$ cat config.mk
export PLATFORM = sky130hd
export DESIGN_NAME = bg_pattern_gen
export DESIGN_NICKNAME = d
export VERILOG_FILES = /design/src/rtl/bg_pattern_gen.sv
export SDC_FILE = /design/constraint.sdc
export NUM_CORES = 1
export LEC_CHECK = 0
export CORE_MARGIN = 3
export CORE_UTILIZATION = 48
export DETAILED_ROUTE_END_ITERATION = 8
export HOLD_SLACK_MARGIN = 0.12
export PLACE_DENSITY = 0.78
export SETUP_SLACK_MARGIN = 0.5
export SLEW_MARGIN = 20
export SYNTH_ARGS = -nofsm -noshare
export SYNTH_HDL_FRONTEND = slang
export SYNTH_SLANG_ARGS = --single-unit
$ cat constraint.sdc
create_clock -name clk -period 3.3 [get_ports clk]
set_clock_uncertainty 0.2 [all_clocks]
set_input_delay 0.66 -clock clk [delete_from_list [all_inputs] [get_ports clk]]
set_output_delay 0.66 -clock clk [all_outputs]
set_load 0.1 [all_outputs]
$ cat src/rtl/bg_pattern_gen.sv
// Background-write generator for SRAM BIST: sweeps every address once, ascending or
// descending, writing a solid/checker/row-stripe/col-stripe pattern with optional inversion.
module bg_pattern_gen #(
    parameter int AW = 8,
    parameter int DW = 4
) (
    input  logic          clk,
    input  logic          rst,
    input  logic          start,
    input  logic [1:0]    mode,
    input  logic          invert,
    input  logic          descend,
    input  logic          mem_rdy,
    output logic          w_en,
    output logic [AW-1:0] addr,
    output logic [DW-1:0] data,
    output logic          busy,
    output logic          done
);

    typedef enum logic [1:0] {
        IDLE  = 2'd0,
        WRITE = 2'd1,
        DONE  = 2'd2
    } state_t;

    localparam logic [AW-1:0] ADDR_MAX = '1;

    state_t        state_q, state_d;
    logic [AW-1:0] addr_q, addr_d;
    logic [1:0]    mode_q, mode_d;
    logic          invert_q, invert_d;
    logic          descend_q, descend_d;

    logic [AW-1:0] end_addr;
    logic [DW-1:0] alt;
    logic [DW-1:0] pattern;

    assign end_addr = descend_q ? '0 : ADDR_MAX;

    always_comb begin
        // NOTE: every variable gets a default first so no path leaves it unassigned (no latch).
        state_d   = state_q;
        addr_d    = addr_q;
        mode_d    = mode_q;
        invert_d  = invert_q;
        descend_d = descend_q;
        case (state_q)
            IDLE: begin
                addr_d = '0;
                if (start) begin
                    state_d   = WRITE;
                    mode_d    = mode;
                    invert_d  = invert;
                    descend_d = descend;
                    addr_d    = descend ? ADDR_MAX : '0;
                end
            end
            WRITE: begin
                if (mem_rdy) begin
                    if (addr_q == end_addr) begin
                        state_d = DONE;
                        addr_d  = '0;
                    end else begin
                        addr_d = descend_q ? addr_q - AW'(1) : addr_q + AW'(1);
                    end
                end
            end
            DONE: begin
                state_d = IDLE;
                addr_d  = '0;
            end
            default: begin
                state_d = IDLE;
                addr_d  = '0;
            end
        endcase
    end

    always_ff @(posedge clk) begin
        if (rst) begin
            state_q   <= IDLE;
            addr_q    <= '0;
            mode_q    <= '0;
            invert_q  <= 1'b0;
            descend_q <= 1'b0;
        end else begin
            // NOTE: sequential state uses non-blocking assignments only.
            state_q   <= state_d;
            addr_q    <= addr_d;
            mode_q    <= mode_d;
            invert_q  <= invert_d;
            descend_q <= descend_d;
        end
    end

    // ALT has odd bit positions set (e.g. 4'b1010); the row parity is the address LSB.
    always_comb begin
        alt = '0;
        for (int k = 0; k < DW; k++) begin
            alt[k] = ((k % 2) == 1);
        end
        case (mode_q)
            2'd0:    pattern = '0;
            2'd1:    pattern = alt ^ {DW{addr_q[0]}};
            2'd2:    pattern = {DW{addr_q[0]}};
            default: pattern = alt;
        endcase
    end

    assign w_en = (state_q == WRITE);
    assign busy = (state_q == WRITE);
    assign done = (state_q == DONE);
    assign addr = addr_q;
    assign data = (state_q == WRITE) ? (pattern ^ {DW{invert_q}}) : '0;

endmodule

### Word-level counts from Yosys, hierarchy flattened

Index checks and enable logic that the tools add are counted.

| word-level totals | value |
|---|---|
| bits in registers | 14 |
| input bits | 8 |
| output and inout bits | 15 |
| word-level logic and storage cells | 34 |

| cells by class | value |
|---|---|
| $add $sub $neg | 2 |
| eq/ne operators | 8 |
| mux-type cells | 13 |
| bitwise operators | 2 |
| reduce and logical (&&, ||, !) cells | 4 |

Operator list:

| cell | count |
|---|---|
| 2-to-1 mux 8 bit | 6 |
| case mux 8 bit (2 select lines) | 1 |
| case mux 4 bit (3 select lines) | 1 |
| adder 8 x 1 -> 8 bit, second input constant | 1 |
| equality test 8 bit | 1 |
| subtractor 8 x 1 -> 8 bit, second input constant | 1 |
| 2-to-1 mux 2 bit | 3 |
| equality test 2 x 1 -> 1 bit, second input constant | 2 |
| equality test 2 bit, second input constant | 2 |
| logical NOT 2 bit | 2 |
| 2-to-1 mux 4 bit | 1 |
| inequality test 2 bit, second input constant | 2 |
| case mux 2 bit (2 select lines) | 1 |
| XOR 4 bit | 1 |
| AND reduction 3 bit | 1 |
| inequality test 2 x 1 -> 1 bit, second input constant | 1 |
| inverter 2 bit | 1 |
| AND reduction 2 bit | 1 |

### Longest topological paths before layout

| depth | value |
|---|---|
| word-level depth | 5 |
| gate-level depth with buffers | 6 |
| depth with buffers taken out | 6 |

### Least setup slack after synthesis

Ideal clock, no wire load.

| timing path | value |
|---|---|
| path type | reg2out |
| start | register addr_q[0] (netlist: addr[0]) |
| end | output port data[2] |
| arrival | 3.232 ns |
| required time | 2.440 ns |
| slack | -0.792 ns |
| stages on the path, launching flop included | 6 |
| path buffers | 1 |
| cells stage by stage | dfxtp_1 -> inv_1 -> nor2_1 -> xnor2_1 -> nor2_1 -> buf_4 |

| between the ends | value |
|---|---|
| longest elaborated chain between the ends | 3 |

RTL lines:

| item | RTL line | text |
|---|---|---|
| from (decl) | 30 | `logic [AW-1:0] addr_q, addr_d;` |
| from (signal assigned) | 90 | `addr_q <= addr_d;` |
| case mux 4 bit (3 select lines) | 103 | `case (mode_q)` |
| XOR 4 bit | 115 | `assign data = (state_q == WRITE) ? (pattern ^ {DW{invert_q}}) : '0;` |
| 2-to-1 mux 4 bit | 115 |  |
| to (decl) | 16 | `output logic [DW-1:0] data,` |

No other way between the ends.

### Worst setup path after layout

| timing path | value |
|---|---|
| start | register descend_q |
| end | register addr_q[7] (netlist: addr[7]) |

| between the ends | value |
|---|---|
| longest elaborated chain between the ends | 5 |
| elaborated cells between the ends (all ways) | 6 |

RTL lines:

| item | RTL line | text |
|---|---|---|
| from (decl) | 33 | `logic descend_q, descend_d;` |
| from (signal assigned) | 93 | `descend_q <= descend_d;` |
| 2-to-1 mux 8 bit | 39 | `assign end_addr = descend_q ? '0 : ADDR_MAX;` |
| equality test 8 bit | 61 | `if (addr_q == end_addr) begin` |
| 2-to-1 mux 8 bit * | 61 |  |
| 2-to-1 mux 8 bit * | 60 | `if (mem_rdy) begin` |
| case mux 8 bit (2 select lines) * | 48 | `case (state_q)` |

Mark *: on every way between the ends. The rest lies on a longest branch, timed or not. The select of a mux whose other input is x is not followed.
A chain may end at the register's enable or synchronous reset.

==> impl.org <==
** Status
- Result of the run :: complete, no violations

** Clocking
- In this run the clock root is driven by a sky130_fd_sc_hd__clkbuf_4.
- In this run the post-CTS setup repair buffer count came out at 0.
- CTS max path bufs :: 2
- Clock Sinks :: 14
- TritonCTS built the clock tree.
- The clock reaches the later pin of the worst-skew pair after 0.28 ns.
- In this run, CTS created clock tree buffers numbering 3.
- Once the clock tree was built, the resizer swapped 0 gates to a different size.
- Hold-fix buffers at CTS :: 0
- CTS H-tree lvls :: 1
- Clk slew on worst S/H paths :: 0.09 ns

** Power and ir drop
- Net Switching :: 0.000247 W
- Fraction of power spent switching nets :: 43.8%
- P per Cell Area :: 477 nW/um2
- Leakage dissipation :: 0.520 nW
- Cell internal pwr :: 0.000318 W
- The share of total power dissipated in the clock network is 22.6%.
- Fraction of power consumed by combinational cells :: 41.5%
- Across the VDD grid, the largest voltage drop is 0.000267 V.
- Per report_power, the sequential group accounts for 35.9% of the total.

** Route
- The count of nets left with antenna violations once routing finished came out at 0.
- Iter 0 DRT Violations :: 21
- Average vias per placed instance :: 5.70
- Count of TritonRoute iterations in the first routing pass :: 4
- Count of vias placed by the detailed router :: 860
- After detailed routing, the number of remaining DRC violations is 0.
- In the final routed layout, each cell accounts on average for 13.7 um.
- Total wire length :: 2070 um

** Floorplan
- In this run the horizontal extent of the chip is 50.3 um.
- Floorplan row count :: 15
- Placeable core region :: 1780 um2
- Chip height :: 50.3 um
- Area enclosed by the die boundary :: 2530 um2
- The initial utilization of the core area, before any placement, comes to 52.8%.
- # IOs :: 23

** Global route
- Antenna violations before repair :: 0
- Largest net degree at the start of global routing :: 14
- Global routing consumed, over all layers together, 18.2% of the routing resources.
- The via count of the first global-routing pass is 787.
- Global-route wire length before repair :: 3490 um
- Summed over all layers, the global routing overflow is 0.

** STA
- Max-slew violations :: 0
- In the finished design, the share of the clock period the worst path needs comes to 75.5%.
- Max frequency :: 401 MHz
- Hold violation count in the final report :: 0
- Setup repair after global routing missed its margin :: false
- After layout, the worst setup slack is 0.808 ns.
- The clock period could shrink to 2.49 ns.
- Final-layout setup total negative slack :: 0 ns
- Across all hold checks on the routed design, the worst slack comes to 0.329 ns.
- At the pin with the least slew margin, the transition time is 0.668 ns.
- Setup violations remaining at the end of the flow were counted as 0.
- Measured against its own limit, the worst slew margin works out to 55.1%.

** Worst setup path
- At the worst endpoint, the required time is 3.28 ns.
- Critical Path AT :: 2.48 ns
- Traced cell by cell, the critical path runs through ha_1 -> a211oi_1 -> o21bai_1 -> o2111a_1 -> o31a_1 -> a211o_1.
- The worst setup path is captured at a flop.
- For this run, the slowest stage of the critical path takes 0.61 ns.
- The endpoint identified for the worst register-to-register timing path is addr[7]$_SDFFE_PP0P_.
- Reg2reg setup slack :: 0.81 ns
- Startpoint types :: flop
- Tracing the worst setup path back leads to its startpoint at descend_q$_SDFFE_PP0P_.
- The largest individual stage delay along the critical path comes from the cell sky130_fd_sc_hd__dfxtp_1.
- R2R depth :: 6
- Of all nets on the critical path, the largest fanout is 13.
- The startpoint identified for the worst register-to-register timing path is descend_q$_SDFFE_PP0P_.
- The critical path is of the flop to flop type.

** Logic synthesis
- Seq cells post-synth :: 14
- Register area share after synthesis :: 29.8%
- FFs w/ async S/R, synth :: 0%
- YS warnings :: 0
- Net Count, Synth :: 119
- The synthesized netlist occupies a cell area of 941 um2.
- Count of flip-flops with a built-in enable after synthesis :: 0
- Most common flop cell mapped by yosys :: sky130_fd_sc_hd__dfxtp_1
- Post-synthesis area per instance :: 9.05 um2
- Counting every instance in the synthesized netlist gives 104.
- Number of different library cells in the post-synthesis netlist :: 35

** Placed design
- In this run, placement finished with an instance count of 147.
- OpenSTA, run right after detailed placement, puts the worst setup slack at 0.779 ns.
- Detailed Place HPWL :: 1590 um
- Routability-driven placement congestion ratio :: 0.833
- Input and output buffers added on the ports amount to 22.

** Job
- Reported max-cap violation count :: 0

** Cells and area
- 0 antenna diodes ended up in the layout.
- Syn-to-layout area delta :: 25.9%
- Measured on the finished design, the core utilization comes to 66.5%.
- The net count of the finished layout is 142.
- After the flow finishes, the layout carries non-filler instances totaling 151.
- Share of cells above drive strength 1 :: 19.8%

** Min path
- Beginning of the worst hold path :: addr[3]$_SDFFE_PP0P_
- The path class of the tightest hold or removal check is flop to flop.
- Cell depth of the worst hold path :: 1
- For hold timing, the worst endpoint is addr[3]$_SDFFE_PP0P_.
==> cell families after synthesis <==
family                   Yosys count  synth area share [%]
AND/OR/NAND/NOR                   36                  20.6
AO/OA/AOI/OAI                     27                  22.2
flip-flops                        14                  29.8
XOR/XNOR                           9                  8.38
adder cells (fa/ha/maj)            7                  10.1
buffers and inverters              6                  3.59
multiplexers                       5                  5.32
==> power groups by stage <==
stage	combinational [W]	clock [W]	sequential, W
global placement	0.000232	0	0.000206
CTS	0.000234	0.000132	0.000203
detailed placement	0.000234	0	0.000207
global route	0.000248	0.000137	0.000206
floorplan	0.000134	0	0.000260
finish	0.000234	0.000128	0.000203
==> worst max-delay path by stage <==
stage                                end  slack (ns)  depth (start not counted)
floorplan           addr[7]$_SDFFE_PP0P_        0.55                          6
global placement    addr[7]$_SDFFE_PP0P_        0.83                          5
detailed placement  addr[7]$_SDFFE_PP0P_        0.78                          6
CTS                 addr[7]$_SDFFE_PP0P_        0.80                          6
global route        addr[7]$_SDFFE_PP0P_        0.64                          6
finish              addr[7]$_SDFFE_PP0P_        0.81                          6
==> per-stage QoR <==
stage / power (W) / area (um2)
6_report: 0.000565 / 1180
5_1_grt: 0.000591 / 1180
4_1_cts: 0.000569 / 1180
3_5_place_dp: 0.000440 / 1150
3_3_place_gp: 0.000438 / 1150
2_1_floorplan: 0.000394 / 961
==> layout make-up <==
class	count	area, um2
clock buffers	4	36.3
fillers	154	598
well taps	25	31.3
repair buffers	22	183
multi-input cells	84	642
inverters	2	7.51
flip-flops and latches	14	285
==> cell usage after synthesis, types with 2 or more instances <==
master                      n  area, um2
sky130_fd_sc_hd__nor2_1    14       52.6
sky130_fd_sc_hd__nand2_1    3       11.3
sky130_fd_sc_hd__buf_4      3       22.5
sky130_fd_sc_hd__a221o_1    4       40.0
sky130_fd_sc_hd__ha_1       6       75.1
sky130_fd_sc_hd__o21bai_1   2       15.0
sky130_fd_sc_hd__dfxtp_1   14        280
sky130_fd_sc_hd__nand2b_1   3       18.8
sky130_fd_sc_hd__mux2i_1    5       50.1
sky130_fd_sc_hd__a21o_1     2       15.0
sky130_fd_sc_hd__xnor2_1    6       52.6
sky130_fd_sc_hd__nand3b_1   3       22.5
sky130_fd_sc_hd__xor2_1     3       26.3
sky130_fd_sc_hd__nor4_1     2       12.5
sky130_fd_sc_hd__nor3_1     4       20.0
sky130_fd_sc_hd__inv_1      2       7.51
sky130_fd_sc_hd__o21ai_0    3       15.0
sky130_fd_sc_hd__a211o_1    2       17.5
sky130_fd_sc_hd__a211oi_1   3       22.5
sky130_fd_sc_hd__a21oi_1    4       20.0
sky130_fd_sc_hd__a31oi_1    2       12.5
==> layer usage <==
metal,part of all wire (%),GRT usage [%],vias to the layer above
li1,-,-,435
met4,2.1,9.68,0
met1,48,24.0,393
met2,45,27.8,27
met3,5.1,3.26,5
met5,0,0,-
==> worst max-delay path: cells and delay by family (launching register included) <==
kind            cells  cell delay, ns
compound gates      5            1.20
flops               1            0.61
fa+ha+maj           1            0.39
==> flip-flops by register name, summed over array words and instances, names as in the netlist <==
name,flops
addr,8
invert_q,1
state_q,2
mode_q,2
descend_q,1
==> cells in the final DEF (no fill, tap or decap), types with 2 or more instances in the layout <==
| master | netlist | layout |
|---|---|---|
| sky130_fd_sc_hd__a211o_1 | 2 | 2 |
| sky130_fd_sc_hd__a211oi_1 | 3 | 3 |
| sky130_fd_sc_hd__a21o_1 | 2 | 2 |
| sky130_fd_sc_hd__a21oi_1 | 4 | 4 |
| sky130_fd_sc_hd__a221o_1 | 4 | 4 |
| sky130_fd_sc_hd__a31oi_1 | 2 | 2 |
| sky130_fd_sc_hd__buf_4 | 3 | 15 |
| sky130_fd_sc_hd__clkbuf_4 | 0 | 3 |
| sky130_fd_sc_hd__clkdlybuf4s50_1 | 0 | 7 |
| sky130_fd_sc_hd__dfxtp_1 | 14 | 12 |
| sky130_fd_sc_hd__ha_1 | 6 | 6 |
| sky130_fd_sc_hd__inv_1 | 2 | 2 |
| sky130_fd_sc_hd__mux2i_1 | 5 | 5 |
| sky130_fd_sc_hd__nand2_1 | 3 | 3 |
| sky130_fd_sc_hd__nand2b_1 | 3 | 3 |
| sky130_fd_sc_hd__nand3b_1 | 3 | 3 |
| sky130_fd_sc_hd__nor2_1 | 14 | 12 |
| sky130_fd_sc_hd__nor2_4 | 0 | 2 |
| sky130_fd_sc_hd__nor3_1 | 4 | 4 |
| sky130_fd_sc_hd__nor4_1 | 2 | 2 |
| sky130_fd_sc_hd__o21ai_0 | 3 | 3 |
| sky130_fd_sc_hd__o21bai_1 | 2 | 2 |
| sky130_fd_sc_hd__xnor2_1 | 6 | 6 |
| sky130_fd_sc_hd__xor2_1 | 3 | 3 |
No activity file was read; power rests on OpenSTA's default activity.
